`src/rtl/alu_sequencer.sv`:
```
// Microprogram sequencer that steps a small instruction memory and drives a CPU datapath.
// Optional single-step gating is enabled with the ALU_SEQ_STEP_EN macro (adds the step input).
module alu_sequencer #(
  parameter int AW = 4
) (
  input  logic          clk,
  input  logic          rst,
`ifdef ALU_SEQ_STEP_EN
  input  logic          step,
`endif
  input  logic          prog_we,
  input  logic [AW-1:0] prog_addr,
  input  logic [17:0]   prog_data,
  input  logic          start,
  input  logic          abort,
  input  logic [7:0]    cpu_acc,
  input  logic          cpu_cout,
  output logic          cpu_ce,
  output logic          cpu_load,
  output logic [6:0]    cpu_opcode,
  output logic [7:0]    cpu_data,
  output logic          cpu_cin,
  output logic          busy,
  output logic          done,
  output logic [7:0]    result,
  output logic          result_cout,
  output logic [7:0]    instr_count,
  output logic [1:0]    state_dbg
);

  // Datapath command interface: cpu_ce is a single-cycle command strobe with no
  // back-pressure; cpu_load/cpu_opcode/cpu_data/cpu_cin qualify it and read as
  // zero whenever cpu_ce is low.

  typedef enum logic [1:0] {
    S_IDLE  = 2'd0,
    S_ISSUE = 2'd1,
    S_WAIT  = 2'd2,
    S_DONE  = 2'd3
  } state_t;

  localparam logic [AW-1:0] LAST_PC = '1;

  state_t        state;
  state_t        state_n;
  logic [AW-1:0] pc;
  logic          pc_inc;
  logic          run_start;
  logic [17:0]   mem [2**AW];
  logic [17:0]   word;
  logic          issue_en;
  logic          at_last;

  assign word    = mem[pc];
  assign at_last = (pc == LAST_PC);

`ifdef ALU_SEQ_STEP_EN
  assign issue_en = step;
`else
  assign issue_en = 1'b1;
`endif

  assign run_start = (state == S_IDLE) && start;
  assign busy      = (state != S_IDLE);
  assign done      = (state == S_DONE);
  assign state_dbg = state;

  // Program memory is only writable while the sequencer is idle; no reset so
  // the program survives rst.
  always_ff @(posedge clk) begin
    if (prog_we && (state == S_IDLE)) begin
      mem[prog_addr] <= prog_data;
    end
  end

  always_ff @(posedge clk or posedge rst) begin
    if (rst) begin
      state <= S_IDLE;
    end else begin
      state <= state_n;
    end
  end

  always_comb begin
    state_n    = state;
    pc_inc     = 1'b0;
    cpu_ce     = 1'b0;
    cpu_load   = 1'b0;
    cpu_opcode = 7'h00;
    cpu_data   = 8'h00;
    cpu_cin    = 1'b0;
    case (state)
      S_IDLE: begin
        if (start) begin
          state_n = S_ISSUE;
        end
      end
      S_ISSUE: begin
        if (abort) begin
          state_n = S_IDLE;
        end else if (issue_en) begin
          if (word[17]) begin
            state_n = S_DONE;
          end else begin
            cpu_ce     = 1'b1;
            cpu_opcode = word[14:8];
            if (word[16]) begin
              cpu_load = 1'b1;
              cpu_data = word[7:0];
              // The last word acts as an implicit halt; pc never wraps.
              if (at_last) begin
                state_n = S_DONE;
              end else begin
                pc_inc = 1'b1;
              end
            end else begin
              cpu_cin = word[15];
              state_n = S_WAIT;
            end
          end
        end
      end
      S_WAIT: begin
        if (abort) begin
          state_n = S_IDLE;
        end else if (at_last) begin
          state_n = S_DONE;
        end else begin
          pc_inc  = 1'b1;
          state_n = S_ISSUE;
        end
      end
      S_DONE: begin
        state_n = S_IDLE;
      end
      default: begin
        state_n = S_IDLE;
      end
    endcase
  end

  always_ff @(posedge clk or posedge rst) begin
    if (rst) begin
      pc <= '0;
    end else if (run_start) begin
      pc <= '0;
    end else if (pc_inc) begin
      pc <= pc + 1'b1;
    end
  end

  always_ff @(posedge clk or posedge rst) begin
    if (rst) begin
      instr_count <= 8'h00;
    end else if (run_start) begin
      instr_count <= 8'h00;
    end else if (cpu_ce && (instr_count != 8'hFF)) begin
      instr_count <= instr_count + 8'h01;
    end
  end

  always_ff @(posedge clk or posedge rst) begin
    if (rst) begin
      result      <= 8'h00;
      result_cout <= 1'b0;
    end else if (state == S_DONE) begin
      result      <= cpu_acc;
      result_cout <= cpu_cout;
    end
  end

endmodule
```
`config.mk`:
```
export PLATFORM = sky130hd
export DESIGN_NAME = alu_sequencer
export DESIGN_NICKNAME = d
export VERILOG_FILES = /design/src/rtl/alu_sequencer.sv
export SDC_FILE = /design/constraint.sdc
export NUM_CORES = 1
export LEC_CHECK = 0
export CORE_MARGIN = 10
export CORE_UTILIZATION = 43
export CTS_CLUSTER_DIAMETER = 100
export DETAILED_ROUTE_END_ITERATION = 6
export GPL_ROUTABILITY_DRIVEN = 0
export PLACE_DENSITY = 0.66
export SLEW_MARGIN = 40
export SYNTH_ARGS = -nofsm -noshare
export SYNTH_HDL_FRONTEND = slang
export SYNTH_SLANG_ARGS = --single-unit
export TNS_END_PERCENT = 1
```
`constraint.sdc`:
```
create_clock -name clk -period 2.86 [get_ports clk]
set_input_delay 0.286 -clock clk [delete_from_list [all_inputs] [get_ports clk]]
set_output_delay 0.286 -clock clk [all_outputs]
set_load 0.005 [all_outputs]
```
Yosys cells after proc, flatten, opt, wreduce, memory -nomap -nowiden
Memories as Yosys holds them, arrays and structs flattened. Index checks and enable logic that the tools add are counted.

RAM bits: 288. Bits in latches: 0. Memories: 1. Memory bits (read-only): 0. Register bits after elaboration: 23. Bits of input ports: 36. Output and inout port bits: 39.

Div/mod/pow operators: 0. Shifts and indexed selects: 0. Add/subtract/negate cells: 2. Bitwise logic cells: 0. Equal/unequal tests: 7. Magnitude comparators: 0. Reduce and logical (&&, ||, !) cells: 8. Muxes and demuxes: 38. Multipliers: 0.

Memory list: mem (depth 16, width 18, rd ports 1, clocked after Yosys merged registers in 0, write ports 1, RTL line 49) `logic [17:0] mem [2**AW];`.

Operator list (number): $mux 8 (6); $mux 7 (3); $mux 1 (18); $mux 2 (7); $add 8x1->8 const B (1); $mux 4 (2); $ne 8x8->1 const B (1); $pmux 2 s4 (1); $reduce_bool 2->1 (3); $ne 5x5->1 const B (1); $add 4x1->4 const B (1); $eq 2x2->1 const B (2); $eq 4x4->1 const B (1); $logic_and 1x1->1 (3); $eq 2x1->1 const B (1); $logic_not 2->1 (1); $ne 2x2->1 const B (1); $pmux 1 s2 (1); $reduce_and 2->1 (1).

Longest topological paths before layout
Word-level depth: 8. Mapped depth: 9.

Worst setup path after synthesis
Ideal clock, no wire load.

Path type: register to register. Start: reg state[1], in the netlist state_dbg[1]. End: mem mem[0][0], enable pin. Slack: -0.006 ns. Stages on the path, launching flop included: 6. Path buffers: 0. Period minus slack after synthesis: 2.866 ns. Library setup time: 0.416 ns. Arrival: 2.450 ns. Path through: dfrtp_1 -> inv_1 -> ha_1 -> nand2_1 -> or3_1 -> nor3_1.

Cells in the longest elaborated chain, start to end: 4.

RTL lines: from (decl) (RTL line 44) `state_t state;`; from (signal assigned) (RTL line 80) `state <= state_n;`; $logic_not 2->1 (RTL line 71) `if (prog_we && (state == S_IDLE)) begin`; $logic_and 1x1->1 (RTL line 71); $mux 1 (RTL line 71); $mux 1 (not written as such) (RTL line 72) `mem[prog_addr] <= prog_data;`; to (decl) (RTL line 49).

Every way passes these cells.

Worst setup path after layout
Start: reg pc[1]. End: out cpu_opcode[0].

Cells in the longest elaborated chain, start to end: 4.

RTL lines: from (decl) (RTL line 46) `logic [AW-1:0] pc;`; from (signal assigned) (RTL line 148) `pc <= pc + 1'b1;`; $mem_v2 16x18; $mux 7 (RTL line 102) `if (word[17]) begin`; $mux 7 (RTL line 99) `if (abort) begin`; $mux 7 (RTL line 92) `case (state)`; to (decl) (RTL line 20) `output logic [6:0] cpu_opcode,`.

Every way passes these cells.

==> flow_metrics.tcl <==
set metrics [dict create \
    cpPeakStageDelay_ns 0.52 \
    final.fill_count 2103 \
    worstPathMaxFanout 5 \
    async_flop_share_pct 7.40 \
    ant_nets 0 \
    cts_made_buffers 34 \
    cts.sinks 311 \
    final_cell_mix "288 x edfxtp_1, 85 x mux4_2, 62 x buf_4" \
    drc_errors 0 \
    maxCapViolations 0 \
    fin_area_mm2 0.0156 \
    ys_ff_latch 311 \
    synth_edf_count 288 \
    globalRoute.totalOverflow 0 \
    placed_cell_area_mm2 0.0139 \
    violations "negative setup slack" \
    finalCriticalPeriod_ns 2.94 \
    drt_pass1_iterations 5 \
    grt_pass1_vias 6865 \
    dp.cells 1055 \
    vdd_drop_max_uv 497 \
    core.rowCount 61 \
    post-route-util_pct 55.7 \
    fp.dieW_um 189 \
    hold_buffers 0 \
    grt_pass1_wl_um 41900 \
    rrSetupSlack_ns 0.36 \
    fin_crit_sh_pct 103 \
    htree_levels 2 \
    yosys_warnings 0 \
    grt_max_degree 37 \
    dieArea_mm2 0.0358 \
    min_path_type "input pin to asynchronous set/reset pin" \
    grt_usage_pct 15.5 \
    clk_pin_slew_ns 0.06 \
    cts_max_path_buffers 3 \
    slew_viol_final 0 \
    dp_hpwl_um 16600 \
    cp-end-kind "primary output" \
    start_kind "register" \
    worstPathCellList "buf_6, mux2i_1, mux4_2, nand3_4, and2_4, clkinvlp_4, clkbuf_16, and2_4, buf_6" \
    port_buffers 74 \
    syn_area_per_cell_um2 21.3 \
    cp.arrival_ns 2.66 \
    diodes 0 \
    worstSetupPathType "register to primary output" \
    max_slew_margin_pct 64.6 \
    synth_area_mm2 0.0123 \
    max_freq_mhz 340 \
    worst_pin_slew_ns 0.529 \
    crit_family "multiplexers" \
    cts_root_buf "clkbuf_16" \
    start_util_pct 43.9 \
    fin_ws_ns -0.0814 \
    vias 6317 \
    ys_types 47 \
    fp.coreArea_mm2 0.0280 \
    hold_viol 0 \
    syn_nets 620 \
    synth_seq_area_share_pct 75.0 \
    setup_tns_ns -0.760 \
    synth_top_cell_area_share_pct 70.3 \
    layout-drive-gt1-share_pct 39.5 \
    drtIter0Drc 621 \
    p_per_area_mw_per_mm2 753 \
    synth_area_leaders "edfxtp_1 70%, mux4_2 16%, dfrtp_1 4.7%" \
    post-place-ws_ns -0.0273 \
    critical_path.slowest_cell "dfrtp_4" \
    rsz0062_at_grt "true" \
    via_per_inst 5.46 \
    wl_per_cell_um 24.0 \
    synthCells 577 \
    die_h_um 189 \
    fin_nets 798 \
    wl_um 27700 \
    fin_skew_ns 0.0128 \
    outcome "complete, but fails checks" \
    synth_top_flop_cell "edfxtp_1" \
    mostFrequentLayoutCell "edfxtp_1" \
    yosys.area.top_type "edfxtp_1" \
    io_pins 75 \
    clk-insertion-delay-late_ns 0.50 \
    cts_tree "yes" \
    critPathBufInv 4 \
    area_delta_synth_final_pct 26.9 \
    antenna_found_initial 0 \
    fin_cells 1156 \
    final-setup-viol-count 14 \
    leakagePower_uw 0.00517 \
    required_ns 2.57 \
]
[final timing paths]
| check | from | to | depth (start not counted) |
|---|---|---|---|
| setup / recovery | pc[1] | cpu_opcode[0] | 9 |
| hold / removal | rst | pc[0] | 2 |
| setup reg to reg | pc[0] | state_dbg[0] | 10 |
| hold reg to reg | result[5] | result[5] | 1 |
| max in group asynchronous | rst | pc[1] | 2 |
| min in group clk | cpu_acc[3] | result[3] | 2 |
[report_power, final]
group | internal [µW] | switching [µW] | leakage (µW)
clock | 2610 | 1680 | 0.000537
combinational | 1290 | 940 | 0.00175
sequential | 5150 | 82.3 | 0.00289
total | 9050 | 2700 | 0.00517
[flip-flops by register name, indices dropped and copies added (netlist names)]
signal       count
state_dbg        2
mem            288
result           8
instr_count      8
pc               4
result_cout      1
[per-stage QoR]
step                hold WS [ns]  power [µW]
finish                     0.136       11800
global placement           0.488        7140
global route               0.164       12200
detailed placement         0.497        7200
floorplan                  0.288        6400
CTS                        0.306       11700
[timing repair]
item,4_1_cts,5_1_grt
pin swaps,4,3
setup buffers,24,16
gates resized for setup,103,28
cloned,1,1
endpoints found under the setup margin,18,17
[layer usage]
layer	global-route usage [%]	part of all wire, %	vias to the layer above
met4	6.07	3.4	0
li1	-	-	2756
met2	26.2	51	260
met5	0	0	-
met3	4.10	7.9	61
met1	18.6	38	3240
[cell families after synthesis]
group                      Yosys count  share of synthesized area, %
DFF                                311                          75.0
AOI/OAI and AO/OA                   27                          1.58
and+or+nand+nor                     92                          3.78
muxes                              108                          17.7
xor gates and xnor gates             2                         0.142
buffers and inverters               30                          1.13
adders and majority gates            7                         0.712
[synth_stat cells, drive strengths merged (3+ instances only)]
cell	n
mux4	85
and2	18
nand4	3
nor3	7
edfxtp	288
nand3	6
nor2	22
buf	14
ha	7
nor2b	3
nand2	19
inv	6
a21oi	7
mux2	11
dfrtp	23
nand2b	7
clkbuf	10
mux2i	12
[area by class of cell]
type,count,area [µm²],share of cell area [%]
Clock buffer,41,898,5.76
Clock inverter,18,205,1.31
Inverter,6,26.3,0.168
Multi-Input combinational cell,236,3110,19.9
Sequential cell,311,9230,59.2
Tap cell,378,473,3.03
Timing Repair Buffer,166,1660,10.6
Note: power is estimated with default switching activity, not from simulation.
